`config.mk`:
```
export PLATFORM = sky130hd
export DESIGN_NAME = mem_port_arbiter
export DESIGN_NICKNAME = d
export VERILOG_FILES = /design/src/rtl/mem_port_arbiter.sv
export SDC_FILE = /design/constraint.sdc
export NUM_CORES = 1
export LEC_CHECK = 0
export CORE_AREA = 10 10 125 127
export CTS_BUF_LIST = sky130_fd_sc_hd__clkbuf_8
export DETAILED_ROUTE_END_ITERATION = 7
export DIE_AREA = 0 0 135 137
export PLACE_DENSITY = 0.95
export SETUP_SLACK_MARGIN = 0.05
export SYNTH_ARGS = -nofsm -noshare
export SYNTH_HDL_FRONTEND = slang
export SYNTH_SLANG_ARGS = --single-unit
```
`constraint.sdc`:
```
create_clock -name clk -period 8.48 [get_ports clk]
set_input_delay 2.12 -clock clk [delete_from_list [all_inputs] [get_ports clk]]
set_output_delay 2.12 -clock clk [all_outputs]
set_load 0.05 [all_outputs]
```
`src/rtl/mem_port_arbiter.sv`:
```
// rtl/mem_port_arbiter.sv - shares one variable-latency memory port between fetch and data requesters
module mem_port_arbiter #(
    parameter int ADDR_W      = 32,
    parameter int DATA_W      = 32,
    parameter int MAX_D_BURST = 4,
    parameter int TIMEOUT_CYC = 255
) (
    input  logic              clk,
    input  logic              rst,
    input  logic              if_req,
    input  logic [ADDR_W-1:0] if_addr,
    output logic              if_valid,
    output logic [DATA_W-1:0] if_rdata,
    input  logic              d_req,
    input  logic              d_we,
    input  logic [ADDR_W-1:0] d_addr,
    input  logic [DATA_W-1:0] d_wdata,
    output logic              d_valid,
    output logic [DATA_W-1:0] d_rdata,
    output logic              m_req,
    output logic              m_we,
    output logic [ADDR_W-1:0] m_addr,
    output logic [DATA_W-1:0] m_wdata,
    input  logic              m_ack,
    input  logic [DATA_W-1:0] m_rdata,
    output logic              busy,
    output logic              err_tmo
);

    localparam int SW = $clog2(MAX_D_BURST + 1);
    localparam int TW = $clog2(TIMEOUT_CYC + 1);

    typedef enum logic [1:0] {S_IDLE, S_G_FETCH, S_G_DATA} state_t;

    state_t            r_state;
    logic              r_m_we;
    logic [ADDR_W-1:0] r_m_addr;
    logic [DATA_W-1:0] r_m_wdata;
    logic              r_if_valid;
    logic              r_d_valid;
    logic [DATA_W-1:0] r_if_rdata;
    logic [DATA_W-1:0] r_d_rdata;
    logic              r_err_tmo;
    logic [SW-1:0]     r_starv_cnt;
    logic [TW-1:0]     r_tmo_cnt;

    logic w_starved;
    logic w_grant_d;
    logic w_grant_f;
    logic w_tmo_last;

    // Data wins ties unless fetch has already been passed over MAX_D_BURST times.
    assign w_starved  = (r_starv_cnt == SW'(MAX_D_BURST));
    assign w_grant_d  = d_req && !(if_req && w_starved);
    assign w_grant_f  = if_req && !w_grant_d;
    assign w_tmo_last = (r_tmo_cnt == TW'(TIMEOUT_CYC - 1));

    always_ff @(posedge clk or posedge rst) begin
        if (rst) begin
            r_state     <= S_IDLE;
            r_m_we      <= 1'b0;
            r_m_addr    <= '0;
            r_m_wdata   <= '0;
            r_if_valid  <= 1'b0;
            r_d_valid   <= 1'b0;
            r_if_rdata  <= '0;
            r_d_rdata   <= '0;
            r_err_tmo   <= 1'b0;
            r_starv_cnt <= '0;
            r_tmo_cnt   <= '0;
        end else begin
            r_if_valid <= 1'b0;
            r_d_valid  <= 1'b0;
            case (r_state)
                S_IDLE: begin
                    if (w_grant_d) begin
                        r_state   <= S_G_DATA;
                        r_m_we    <= d_we;
                        r_m_addr  <= d_addr;
                        r_m_wdata <= d_wdata;
                        r_tmo_cnt <= '0;
                        if (if_req)
                            r_starv_cnt <= r_starv_cnt + SW'(1);
                    end else if (w_grant_f) begin
                        r_state     <= S_G_FETCH;
                        r_m_we      <= 1'b0;
                        r_m_addr    <= if_addr;
                        r_m_wdata   <= '0;
                        r_tmo_cnt   <= '0;
                        r_starv_cnt <= '0;
                    end
                end
                S_G_FETCH, S_G_DATA: begin
                    if (m_ack) begin
                        r_state <= S_IDLE;
                        if (r_state == S_G_FETCH) begin
                            r_if_valid <= 1'b1;
                            r_if_rdata <= m_rdata;
                        end else begin
                            r_d_valid <= 1'b1;
                            if (!r_m_we)
                                r_d_rdata <= m_rdata;
                        end
                    end else begin
                        r_tmo_cnt <= r_tmo_cnt + TW'(1);
                        // Abort: the owner still gets its valid pulse, with zero read data.
                        if (w_tmo_last) begin
                            r_state   <= S_IDLE;
                            r_err_tmo <= 1'b1;
                            if (r_state == S_G_FETCH) begin
                                r_if_valid <= 1'b1;
                                r_if_rdata <= '0;
                            end else begin
                                r_d_valid <= 1'b1;
                                if (!r_m_we)
                                    r_d_rdata <= '0;
                            end
                        end
                    end
                end
                default: r_state <= S_IDLE;
            endcase
        end
    end

    assign busy     = (r_state != S_IDLE);
    assign m_req    = busy;
    assign m_we     = r_m_we;
    assign m_addr   = r_m_addr;
    assign m_wdata  = r_m_wdata;
    assign if_valid = r_if_valid;
    assign if_rdata = r_if_rdata;
    assign d_valid  = r_d_valid;
    assign d_rdata  = r_d_rdata;
    assign err_tmo  = r_err_tmo;

endmodule

```
==> impl_metrics.ini, run 1 <==
[clocking]
clock_latency_ps = 440
clk_pin_slew_worst_paths_ps = 80
cts_made_buffers = 17
cts-root-buf = clkbuf_8
clk_path_buf_depth = 2
cts-resized-gates = 0
clock-sinks = 145
cts-htree-levels = 4
cts_tree = yes
ctsHoldBuffers = 0
post_cts_buffers = 0

[power]
vdd_drop_max_v = 0.000216
intPower_mw = 2.08
leakage_nw = 4.10
p_sw_share_pct = 49.7
clkPwrFrac_pct = 14.2
switchingPower_mw = 2.05
p_per_area_nw_per_um2 = 453
seqPwrFrac_pct = 28.7
p_comb_share_pct = 57.1

[worst_setup_path]
crit_path_start_kind = register
rr_worst_depth = 6
cp_max_fo = 7
arrival_ps = 2230
worstSetupPathType = reg2out
required_ps = 6360
end_kind = output pin
slowest_stage = clkdlybuf4s50_1
path_cells = inv_1, ha_1, inv_1, clkdlybuf4s50_1
crit_buf_inv = 3
r2r-start = r_state[0]$_DFFE_PP0P_
cp_common_cell = inv_1
rr_endpoint = d_rdata[22]$_DFFE_PP0P_
cpPeakStageDelay_ps = 940
ff2ff_setup_slack_ps = 6180
critPathTopFamily = buffers and inverters

[sta]
finalSetupTns_ps = 0
final-max-slew-violation-count = 0
fin_crit_sh_pct = 51.3
hold_viol = 0
worst_pin_slew_ps = 1120
rsz0062_at_grt = no
clock.fmax_mhz = 230
period_needed_ps = 4350
slew_headroom_pct = 24.9
finalSetupViolations = 0
skew_ps = 15.0

[floorplanning]
coreArea_um2 = 13100
die_w_um = 135
die-height_um = 137
rows = 42
die_area_um2 = 18500
start_util_pct = 44.9
io_pins = 268

[layout]
antenna_cells = 0
layout_commonest_cell = clkdlybuf4s50_1
final_cell_mix = clkdlybuf4s50_1 (267), dfrtp_1 (145), nand2_1 (110)
nNetsFinal = 919
fin_util_pct = 69.6
fill_cells = 909
drive_gt1_share_pct = 5.93
syn2layout_area_growth_pct = 55.0
fin_area_um2 = 9110

[run]
cap_violations = 0

[synth]
synth-seq-cells = 145
syn_inst = 523
synth_nets = 663
syn_avg_cell_area_um2 = 11.2
ys_seq_area_share_pct = 61.7
syn_area_um2 = 5880
synth_top_flop_cell = dfrtp_1
synthArstFlopShare_pct = 100
synth-edff-count = 0
yosysUniqueCellTypes = 36
synth_warnings = 0

[drt]
drtIter0Drc = 400
antenna_left = 0
wl_met2_um = 9210
wirelength_um = 19500
wl_met3_um = 2730
avgRoutedWirePerCell_um = 20.2
wl_met1_um = 7070
vias_per_cell = 5.29
drcViolationCount = 0
vias = 5116
highest_layer = met5
drtPass1Iterations = 5

[hold_path]
holdPathEnd = m_addr[13]$_DFFE_PP0P_
worstHoldStart = m_addr[13]$_DFFE_PP0P_
hp-class = reg2reg
whs_path_depth = 2

[placed_design]
placed_cell_area_um2 = 8670
gp_congestion = 0.817
portBuffers = 267
hpwl_um = 14300

[global_routing]
grt_max_degree = 100
antenna_found_initial = 1
grt_pass1_vias = 5220
grt-ovfl-total = 0
grt_use_total_pct = 20.5
grt_pass1_wl_um = 29300

[outcome]
outcome = finished clean
==> final cells by class <==
| cell class | instances | area, µm² | share of cell area (%) |
|---|---|---|---|
| clock inverter | 13 | 174 | 1.91 |
| sequential | 145 | 3630 | 39.8 |
| timing repair buffer | 274 | 2730 | 29.9 |
| multi-input combinational | 333 | 2060 | 22.7 |
| clock buffer | 19 | 262 | 2.87 |
| tap | 176 | 220 | 2.42 |
| inverter | 8 | 35.0 | 0.385 |
==> per-stage QoR <==
step	hold WS, ps	cells	worst slack (ps)	power, mW
floorplan	475	523	2470	2.68
global placement	455	936	4330	3.49
detailed placement	455	936	4230	3.55
CTS	488	968	4060	4.16
global route	508	968	3970	4.32
finish	480	968	4130	4.13
==> registers in the layout (all words and copies together) (netlist names) <==
signal and cells:
d_rdata 32, r_starv_cnt 3, r_state 2, m_we 1, m_wdata 32, if_valid 1
if_rdata 32, err_tmo 1, m_addr 32, d_valid 1, r_tmo_cnt 8
==> cells by family (layout without fill, tap and decap cells) <==
family	count (synthesis)	count (layout)	synth area share (%)
adders and majority gates	6	6	1.28
muxes	32	32	5.45
DFF	145	145	61.7
AOI/OAI and AO/OA	152	152	17.7
xor gates and xnor gates	1	1	0.149
and+or+nand+nor	142	142	10.3
buffers and inverters	45	314	3.34
==> how the worst max path moves through the flow <==
stage                                       from  slack, ps  cells after the start                     end
after floorplan                              rst       2470                      1  d_rdata[0]$_DFFE_PP0P_
after global placement                    if_req       4330                      6  m_addr[10]$_DFFE_PP0P_
after detailed placement                  if_req       4230                      6  m_addr[14]$_DFFE_PP0P_
after CTS                 r_state[0]$_DFFE_PP0P_       4060                      4                    busy
after global routing      r_state[0]$_DFFE_PP0P_       3970                      4                    busy
final                     r_state[0]$_DFFE_PP0P_       4130                      4                    busy
==> tightest hold or removal path, cell delays in order, from the launching register on <==
cell and delay (ps):
dfrtp_1 350, nand2_1 40, o21ai_0 60
==> Yosys cell counts (2+ instances only) <==
cell | count | area (µm²)
ha_1 | 6 | 75.1
inv_1 | 8 | 30.0
nor2_1 | 6 | 22.5
or2_2 | 2 | 12.5
o31ai_1 | 2 | 15.0
a21o_1 | 4 | 30.0
buf_4 | 3 | 22.5
a22o_1 | 64 | 561
nand4_1 | 3 | 18.8
nand3_1 | 5 | 25.0
or4_1 | 3 | 22.5
o21ai_0 | 70 | 350
buf_2 | 6 | 30.0
nand2_1 | 111 | 417
o21bai_1 | 2 | 15.0
a21oi_1 | 6 | 30.0
and2_1 | 2 | 12.5
mux2i_1 | 32 | 320
nor2b_1 | 2 | 12.5
dfrtp_1 | 145 | 3630
clkbuf_1 | 26 | 97.6
==> power groups by stage <==
stage,combinational (mW),sequential (mW),clock (mW)
3_3_place_gp,2.32,1.17,0
3_5_place_dp,2.36,1.19,0
6_report,2.35,1.19,0.586
4_1_cts,2.38,1.18,0.599
5_1_grt,2.47,1.22,0.631
2_1_floorplan,0.532,2.15,0
==> layer usage <==
| metal | track usage, % | up-vias |
|---|---|---|
| li1 | - | 2350 |
| met1 | 22.3 | 2424 |
| met2 | 33.1 | 305 |
| met3 | 10.3 | 35 |
| met4 | 8.85 | 2 |
| met5 | 0 | - |
Note: power is estimated with default switching activity, not from simulation.
==> inputs of run 2 (changes only) <==
--- a/config.mk
+++ b/config.mk
@@ -5,11 +5,11 @@
 export SDC_FILE = /design/constraint.sdc
 export NUM_CORES = 1
 export LEC_CHECK = 0
-export CORE_AREA = 10 10 125 127
+export CORE_AREA = 10 10 134 136
 export CTS_BUF_LIST = sky130_fd_sc_hd__clkbuf_8
 export DETAILED_ROUTE_END_ITERATION = 7
-export DIE_AREA = 0 0 135 137
-export PLACE_DENSITY = 0.95
+export DIE_AREA = 0 0 144 146
+export PLACE_DENSITY = 0.88
 export SETUP_SLACK_MARGIN = 0.05
 export SYNTH_ARGS = -nofsm -noshare
 export SYNTH_HDL_FRONTEND = slang
==> constraint.sdc (replaced) <==
create_clock -name clk -period 3.7 [get_ports clk]
set_input_delay 0.925 -clock clk [delete_from_list [all_inputs] [get_ports clk]]
set_output_delay 0.925 -clock clk [all_outputs]
set_load 0.05 [all_outputs]
==> run 2 against run 1 <==
  * Worst hold slack lost 14 ps
  * Non-clock buffer count up 2
  * Final cell count up 1.9%
  * First-iteration DRC count shrank 50%
  * Power increased by 130%
  * Global-route usage decreased by 2.7 points
  * Sequential share of layout area shrank 0.21 points
  * Critical path type unchanged
  * Critical endpoint unchanged
==> impl_metrics.ini, run 2 (synthesis gave the netlist of run 1 again) <==
[layout]
drive_gt1_share_pct = 6.17
register_area_um2 = 3630
nNetsFinal = 921
syn2layout_area_growth_pct = 55.8
fin_area_um2 = 9160
antenna_cells = 0
layout_commonest_cell = clkdlybuf4s50_1
fin_cells = 986
final_cell_mix = clkdlybuf4s50_1 (267), dfrtp_1 (145), nand2_1 (110)
multi_input_area_um2 = 2060
fill_cells = 1269

[sta]
clock.fmax_mhz = 317
worst_pin_slew_ps = 632
skew_ps = 17.6
final-max-slew-violation-count = 0
finalSetupTns_ps = 0
fin_crit_sh_pct = 85.2
hold_viol = 0
period_needed_ps = 3150
slew_headroom_pct = 57.8
rsz0062_at_grt = no
finalSetupViolations = 0

[hold_path]
whs_path_depth = 1
hp-class = reg2reg

[clocking]
ctsHoldBuffers = 0
cts-htree-levels = 4
clock_latency_ps = 440
clk_path_buf_depth = 2
clk_pin_slew_worst_paths_ps = 90
cts-resized-gates = 0
cts_made_buffers = 17
post_cts_buffers = 0
clock-sinks = 145
cts-root-buf = clkbuf_8
cts_tree = yes

[global_routing]
grt_use_total_pct = 17.8
grt-ovfl-total = 0
grt_pass1_vias = 5314
grt_pass1_wl_um = 29600
antenna_found_initial = 0
grt_max_degree = 100

[floorplanning]
die-height_um = 146
die_w_um = 144
rows = 46
die_area_um2 = 21000
coreArea_um2 = 15500
start_util_pct = 38.0
io_pins = 268

[placed_design]
placed_cell_area_um2 = 8760
portBuffers = 267
hpwl_um = 14400
gp_congestion = 0.805
dp_cells = 954

[worst_setup_path]
crit_path_start_kind = register
required_ps = 2770
end_kind = output pin
arrival_ps = 2230
worstSetupPathType = reg2out
cp_max_fo = 7
rr_worst_depth = 7

[drt]
drtIter0Drc = 201
avgRoutedWirePerCell_um = 19.4
drcViolationCount = 0
vias_per_cell = 5.17
vias = 5097
wirelength_um = 19200
drtPass1Iterations = 4
antenna_left = 0

[power]
fin_total_pwr_mw = 9.34
p_comb_share_pct = 57.8
vdd_drop_max_v = 0.000525
seqPwrFrac_pct = 28.6
p_sw_share_pct = 50.4
p_per_area_nw_per_um2 = 1020
switchingPower_mw = 4.71
clkPwrFrac_pct = 13.6
leakage_nw = 4.11
intPower_mw = 4.63

[outcome]
outcome = finished clean

[run]
cap_violations = 0
==> run 2: changes by cell type in the layout (fill, tap and decap cells not counted) <==
cell / change
inv_6: -2
buf_12: +4
clkinv_2: +1
inv_8: +5
clkbuf_8: -2
buf_4: -2
clkinv_4: -1
clkinv_8: +1
bufinv_16: -2
==> run 2: layout make-up <==
type / count / area share (%)
Clock buffer: 17 / 2.55
Clock inverter: 15 / 1.82
Inverter: 8 / 0.369
Multi-Input combinational cell: 333 / 22.5
Sequential cell: 145 / 39.6
Tap cell: 192 / 2.62
Timing Repair Buffer: 276 / 30.5
==> run 2: worst max-delay path, cell delays in order (launching register included) <==
cell and delay (ps):
dfrtp_1 360, inv_1 60, ha_1 300, inv_1 230, clkdlybuf4s50_1 850
==> run 2: final timing paths <==
| path | from | end | slack [ps] |
|---|---|---|---|
| worst max-delay path | r_state[0]$_DFFE_PP0P_ | busy | 550 |
| worst min-delay path | err_tmo$_DFFE_PP0P_ | err_tmo$_DFFE_PP0P_ | 470 |
| worst max register to register | r_state[0]$_DFFE_PP0P_ | d_rdata[30]$_DFFE_PP0P_ | 1540 |
| worst min register to register | err_tmo$_DFFE_PP0P_ | err_tmo$_DFFE_PP0P_ | 470 |
| max in group asynchronous | rst | m_wdata[14]$_DFFE_PP0P_ | 1970 |
| min in group asynchronous | rst | if_rdata[25]$_DFFE_PP0P_ | 890 |
==> run 2: layer usage <==
layer  up-vias  GRT usage (%)  share of wire [%]
met5         -              0                  0
met4         0           6.38                1.8
met2       250           28.3                 47
met1      2462           20.4                 39
met3        22           8.49                 13
li1       2363              -                  -
==> run 2: power groups by stage <==
stage	combinational (mW)	clock [mW]	sequential, mW
6_report	5.40	1.27	2.67
5_1_grt	5.70	1.37	2.76
4_1_cts	5.46	1.31	2.68
3_5_place_dp	5.45	0	2.70
3_3_place_gp	5.37	0	2.67
2_1_floorplan	1.22	0	4.93
==> run 2: per-stage QoR <==
step | hold WS [ps] | utilization (%) | worst slack (ps)
finish | 466 | 59.1 | 547
CTS | 472 | 59.1 | 453
detailed placement | 455 | 56.6 | 900
floorplan | 475 | - | 956
global placement | 453 | 56.6 | 992
global route | 503 | 59.1 | 408
==> inputs of run 3 (changes only) <==
--- a/config.mk
+++ b/config.mk
@@ -5,11 +5,12 @@
 export SDC_FILE = /design/constraint.sdc
 export NUM_CORES = 1
 export LEC_CHECK = 0
-export CORE_AREA = 10 10 134 136
+export ABC_AREA = 1
+export CORE_AREA = 10 10 139 141
 export CTS_BUF_LIST = sky130_fd_sc_hd__clkbuf_8
 export DETAILED_ROUTE_END_ITERATION = 7
-export DIE_AREA = 0 0 144 146
-export PLACE_DENSITY = 0.88
+export DIE_AREA = 0 0 149 151
+export PLACE_DENSITY = 0.89
 export SETUP_SLACK_MARGIN = 0.05
 export SYNTH_ARGS = -nofsm -noshare
 export SYNTH_HDL_FRONTEND = slang
==> run 3 against run 2 <==
  * Wire length rose by 16%
  * Combinational power is 11% higher
  * Final cell count rose by 29%
  * Via count grew 29%
  * Clock power rose by 6%
  * Worst hold slack improved by 8.2 ps
  * Flip-flop and latch count is the same
  * Register-to-register slack got worse by 370 ps
  * Global-route usage rose by 1.6 points
  * Power is 7.7% higher
  * Final area rose by 7.7%
  * Critical path type unchanged
  * Critical endpoint is now m_req
  * Highest routed layer unchanged
==> impl_metrics.ini, run 3 <==
[outcome]
outcome = finished clean

[sta]
period_needed_ps = 3430
worst_pin_slew_ps = 970
finalSetupViolations = 0
clock.fmax_mhz = 292
final-max-slew-violation-count = 0
whs_ps = 474
fin_crit_sh_pct = 92.6
hold_viol = 0
rsz0062_at_grt = no
finalSetupTns_ps = 0
skew_ps = 13.1
slew_headroom_pct = 35.3
setup_slack_ps = 273

[synth]
yosysUniqueCellTypes = 28
synth_nets = 936
synth_largest_area_cell = dfrtp_1
synth_warnings = 0
synth_common_cells = nand2_1 (290), dfrtp_1 (145), nand4_1 (67), o21ai_0 (62), inv_1 (52)
syn_inst = 796
ys_seq_area_share_pct = 54.4
synthTopCellsByArea = dfrtp_1 (54%), nand2_1 (16%), nand4_1 (6.3%)
synth-edff-count = 0
syn_avg_cell_area_um2 = 8.38
synth-seq-cells = 145
synth_top_flop_cell = dfrtp_1
synthArstFlopShare_pct = 100
synth_top_area_share_pct = 54.4
syn_area_um2 = 6670
synth.most_common_cell = nand2_1

[floorplanning]
die_w_um = 149
rows = 47
start_util_pct = 40.5
die_area_um2 = 22500
coreArea_um2 = 16500
io_pins = 268
die-height_um = 151

[worst_setup_path]
end_kind = output pin
path_cells = inv_1, ha_1, inv_2, clkdlybuf4s50_1
crit_buf_inv = 3
cpPeakStageDelay_ps = 920
critPathTopFamily = buffers and inverters
required_ps = 2770
slowest_stage = clkdlybuf4s50_1
worstSetupPathType = reg2out
arrival_ps = 2500
cp_max_fo = 36
crit_path_start_kind = register

[layout]
syn2layout_area_growth_pct = 47.8
fin_area_um2 = 9860
antenna_cells = 0
final_cell_mix = nand2_1 (289), clkdlybuf4s50_1 (266), dfrtp_1 (145)
register_area_um2 = 3630
layout_commonest_cell = nand2_1
fin_util_pct = 59.9
fin_cells = 1269
drive_gt1_share_pct = 5.43
multi_input_area_um2 = 2530
fill_cells = 1386
nNetsFinal = 1176

[drt]
wirelength_um = 22300
drtPass1Iterations = 5
drtIter0Drc = 509
drcViolationCount = 0
antenna_left = 0
vias = 6569
vias_per_cell = 5.18
avgRoutedWirePerCell_um = 17.6

[placed_design]
portBuffers = 267
pre_cts_slack_ps = 761
placed_cell_area_um2 = 9440
dp_cells = 1237
hpwl_um = 15900
gp_congestion = 0.810

[global_routing]
grt_max_degree = 101
grt-ovfl-total = 0
met3_usage_pct = 8.62
antenna_found_initial = 0
grt_pass1_wl_um = 35200
use_met2_pct = 31.3
grt_pass1_vias = 6580
use_met1_pct = 23.1
busiest_layer = met2
grt_use_total_pct = 19.4

[power]
leakage_nw = 4.65
vdd_drop_max_v = 0.000785
p_per_area_nw_per_um2 = 1020
fin_total_pwr_mw = 10.1

[clocking]
cts_made_buffers = 17
clock-sinks = 145
clock_latency_ps = 450
post_cts_buffers = 0
cts-htree-levels = 4
cts_tree = yes
cts-resized-gates = 0
ctsHoldBuffers = 0
clk_pin_slew_worst_paths_ps = 80
clk_path_buf_depth = 2
cts-root-buf = clkbuf_8

[run]
cap_violations = 0

[hold_path]
hp-class = reg2reg
-- run 3: cell count changes after synthesis, moves of 8 or more --
cell      delta
nand4_1     +64
inv_1       +44
clkbuf_1     -8
buf_2       +20
o21ai_1      +9
a22o_1      -64
nor2_1      +35
o21ai_0      -8
nand3_1     +10
nand2_1    +179
mux2i_1     -32
a31oi_1     +32
-- run 3: kinds of logic after synthesis --
kind of cell / synth area share (%)
adder cells (fa/ha/maj): 1.13
flip-flops: 54.4
AO/OA/AOI/OAI: 8.85
AND/OR/NAND/NOR: 27.6
XOR/XNOR: 0.263
buffers and inverters: 7.75
-- run 3: final timing paths --
kind | startpoint | endpoint | slack (ps) | depth (start not counted)
min in group asynchronous | rst | d_valid$_DFF_PP0_ | 920 | 2
max in group asynchronous | rst | m_addr[10]$_DFFE_PP0P_ | 2010 | 3
hold / removal | if_rdata[12]$_DFFE_PP0P_ | if_rdata[12]$_DFFE_PP0P_ | 470 | 2
hold reg to reg | if_rdata[12]$_DFFE_PP0P_ | if_rdata[12]$_DFFE_PP0P_ | 470 | 2
setup reg to reg | r_state[0]$_DFFE_PP0P_ | d_rdata[7]$_DFFE_PP0P_ | 1170 | 7
setup / recovery | r_state[0]$_DFFE_PP0P_ | m_req | 270 | 4
-- run 3: worst register-to-register path, cell delays in order (launching register included) --
cell and delay, ps:
dfrtp_1 390, inv_1 50, ha_1 920, inv_1 240, nor2_4 180, nand3_4 350
nand2_1 220, nand2_1 80
-- run 3: area by class of cell --
cell class	instances	area share (%)
clock buffers	18	2.51
clock inverters	14	1.71
inverters	55	2.13
multi-input cells	539	25.6
flip-flops and latches	145	36.8
well taps	220	2.79
repair buffers	278	28.4
-- run 3: layer usage --
metal | routed length (µm) | vias to the layer above
li1 | - | 3087
met5 | 0 | -
met1 | 8360 | 3112
met4 | 255 | 0
met2 | 10700 | 353
met3 | 2970 | 17
-- run 3: power breakdown --
part / total (mW) / internal (mW) / switching, mW
Clock: 1.35 / 0.644 / 0.702
Sequential: 2.71 / 2.31 / 0.398
Combinational: 6.01 / 1.79 / 4.22
==> variant: new RTL, config.mk and constraints of run 2 <==
`TIMEOUT_CYC`: 255 -> 510.
--- a/src/rtl/mem_port_arbiter.sv
+++ b/src/rtl/mem_port_arbiter.sv
@@ -4,5 +4,5 @@
     parameter int DATA_W      = 32,
     parameter int MAX_D_BURST = 4,
-    parameter int TIMEOUT_CYC = 255
+    parameter int TIMEOUT_CYC = 510
 ) (
     input  logic              clk,
Behaviour: same outputs for any inputs over 4 cycles, from zero or initial values and one cycle with rst high; that may be too few to reach the edited logic, so the function may still have changed.
==> variant against run 2 <==
  * Via count increased by 0.33%
  * Total power grew 1.2%
  * Critical endpoint is now m_req
  * Wire length down 1.2%
  * Design area rose by 0.75%
  * Area after synthesis grew 0.70%
  * Core utilization up 0.44 points
  * Worst setup slack improved by 42 ps
  * Sequential cell count grew 1
==> variant: results (changes against run 2) <==
[status]
outcome = complete, no violations

[route]
drt-initial-drc-count = 179  ; -11%
vias_per_cell = 5.17  ; about the same
wirelength_um = 18900  ; -1.2%
vias = 5114  ; +0.33%

[layout]
final_util_pct = 59.6  ; +0.44 points
nNetsFinal = 926  ; +0.54%
drive_gt1_share_pct = 6.02  ; -0.16 points
nFillCells = 1214  ; -4.3%

[pwr]
p_leak_nw = 4.13  ; +0.31%
seq-power_mw = 2.66  ; about the same
p_clk_mw = 1.36  ; +7%
power.switching_mw = 4.65  ; -1.3%
ir_drop_mv = 0.536  ; +2.0%

[synthesis]
synthTopCellsByCount = dfrtp_1, nand2_1, a22o_1
synth_area_leaders = dfrtp_1, a22o_1, nand2_1, mux2i_1, o21ai_0
syn-instance-count = 526  ; +0.57%
synth_nets = 666  ; +0.45%
ys_seq_area_share_pct = 61.7  ; about the same

[sta]
min_period_ps = 3110  ; -42.5 ps
maxSlewHeadroom_pct = 53.3  ; -4.5 points
whs_ps = 474  ; +7.67 ps

[cts]
insertion_delay_ps = 460  ; +20 ps

[global_routing]
grt_pass1_wl_um = 29800  ; +0.49%
grt_pass1_vias = 5325  ; +0.21%
grt_max_degree = 99  ; -1.0%

[worst_setup_path]
rr_endpoint = r_tmo_cnt[7]
reg2reg_setup_slack_ps = 1740  ; +200 ps
rr_worst_depth = 6  ; -1
arrival_ps = 2190  ; -40 ps

[placed_design]
place_congestion = 0.794  ; -1.4%
dpl_cell_area_um2 = 8800  ; +0.49%
dp_hpwl_um = 13900  ; -3.6%
pre_cts_slack_ps = 877  ; -23.7 ps

[variant: changes by cell type in the layout (fill, tap and decap cells not counted), sizes merged, moves of 2 or more]
cell,delta
clkinv,-2
a21oi,+2
clkbuf,+3
o21ai,+3
bufinv,+2
nand2,-2
inv,-6
clkinvlp,+2
or2,-2
or3,+2
and2b,+2
[variant: worst register-to-register path, stage by stage (launching register included)]
cell     delay (ps)
dfrtp_1         350
inv_1            60
ha_1            390
and2b_1         320
o21ai_4         110
or4_1           520
a21oi_1         150
[variant: cells by family (layout without fill, tap and decap cells)]
logic type / after synthesis / after routing / synth area share (%)
AOI/OAI and AO/OA: 157 / 157 / 18.2
DFF: 146 / 146 / 61.7
and+or+nand+nor: 140 / 140 / 10.0
buffers and inverters: 44 / 316 / 3.21
muxes: 32 / 32 / 5.41
adders and majority gates: 6 / 6 / 1.27
xor gates and xnor gates: 1 / 1 / 0.148
[variant: worst max path at each step]
stage / from / to / depth (start not counted)
6_report: r_state[0] / m_req / 4
5_1_grt: r_state[0] / busy / 4
4_1_cts: r_state[0] / busy / 4
3_5_place_dp: if_req / m_addr[27] / 6
3_3_place_gp: if_req / m_addr[16] / 6
2_1_floorplan: rst / d_rdata[0] / 1
[variant: final cells by class]
cell class | instances | area (µm²) | area share [%]
clock inverters | 11 | 151 | 1.64
inverters | 8 | 33.8 | 0.366
well taps | 192 | 240 | 2.60
multi-input cells | 336 | 2090 | 22.6
repair buffers | 277 | 2790 | 30.2
clock buffers | 20 | 275 | 2.98
flip-flops and latches | 146 | 3650 | 39.6
[variant: per-layer routing]
metal,GRT usage [%],vias up,wire length [µm]
met2,27.6,226,8720
li1,-,2372,-
met1,20.7,2493,7490
met5,0,-,0
met4,6.84,0,370
met3,9.66,23,2370
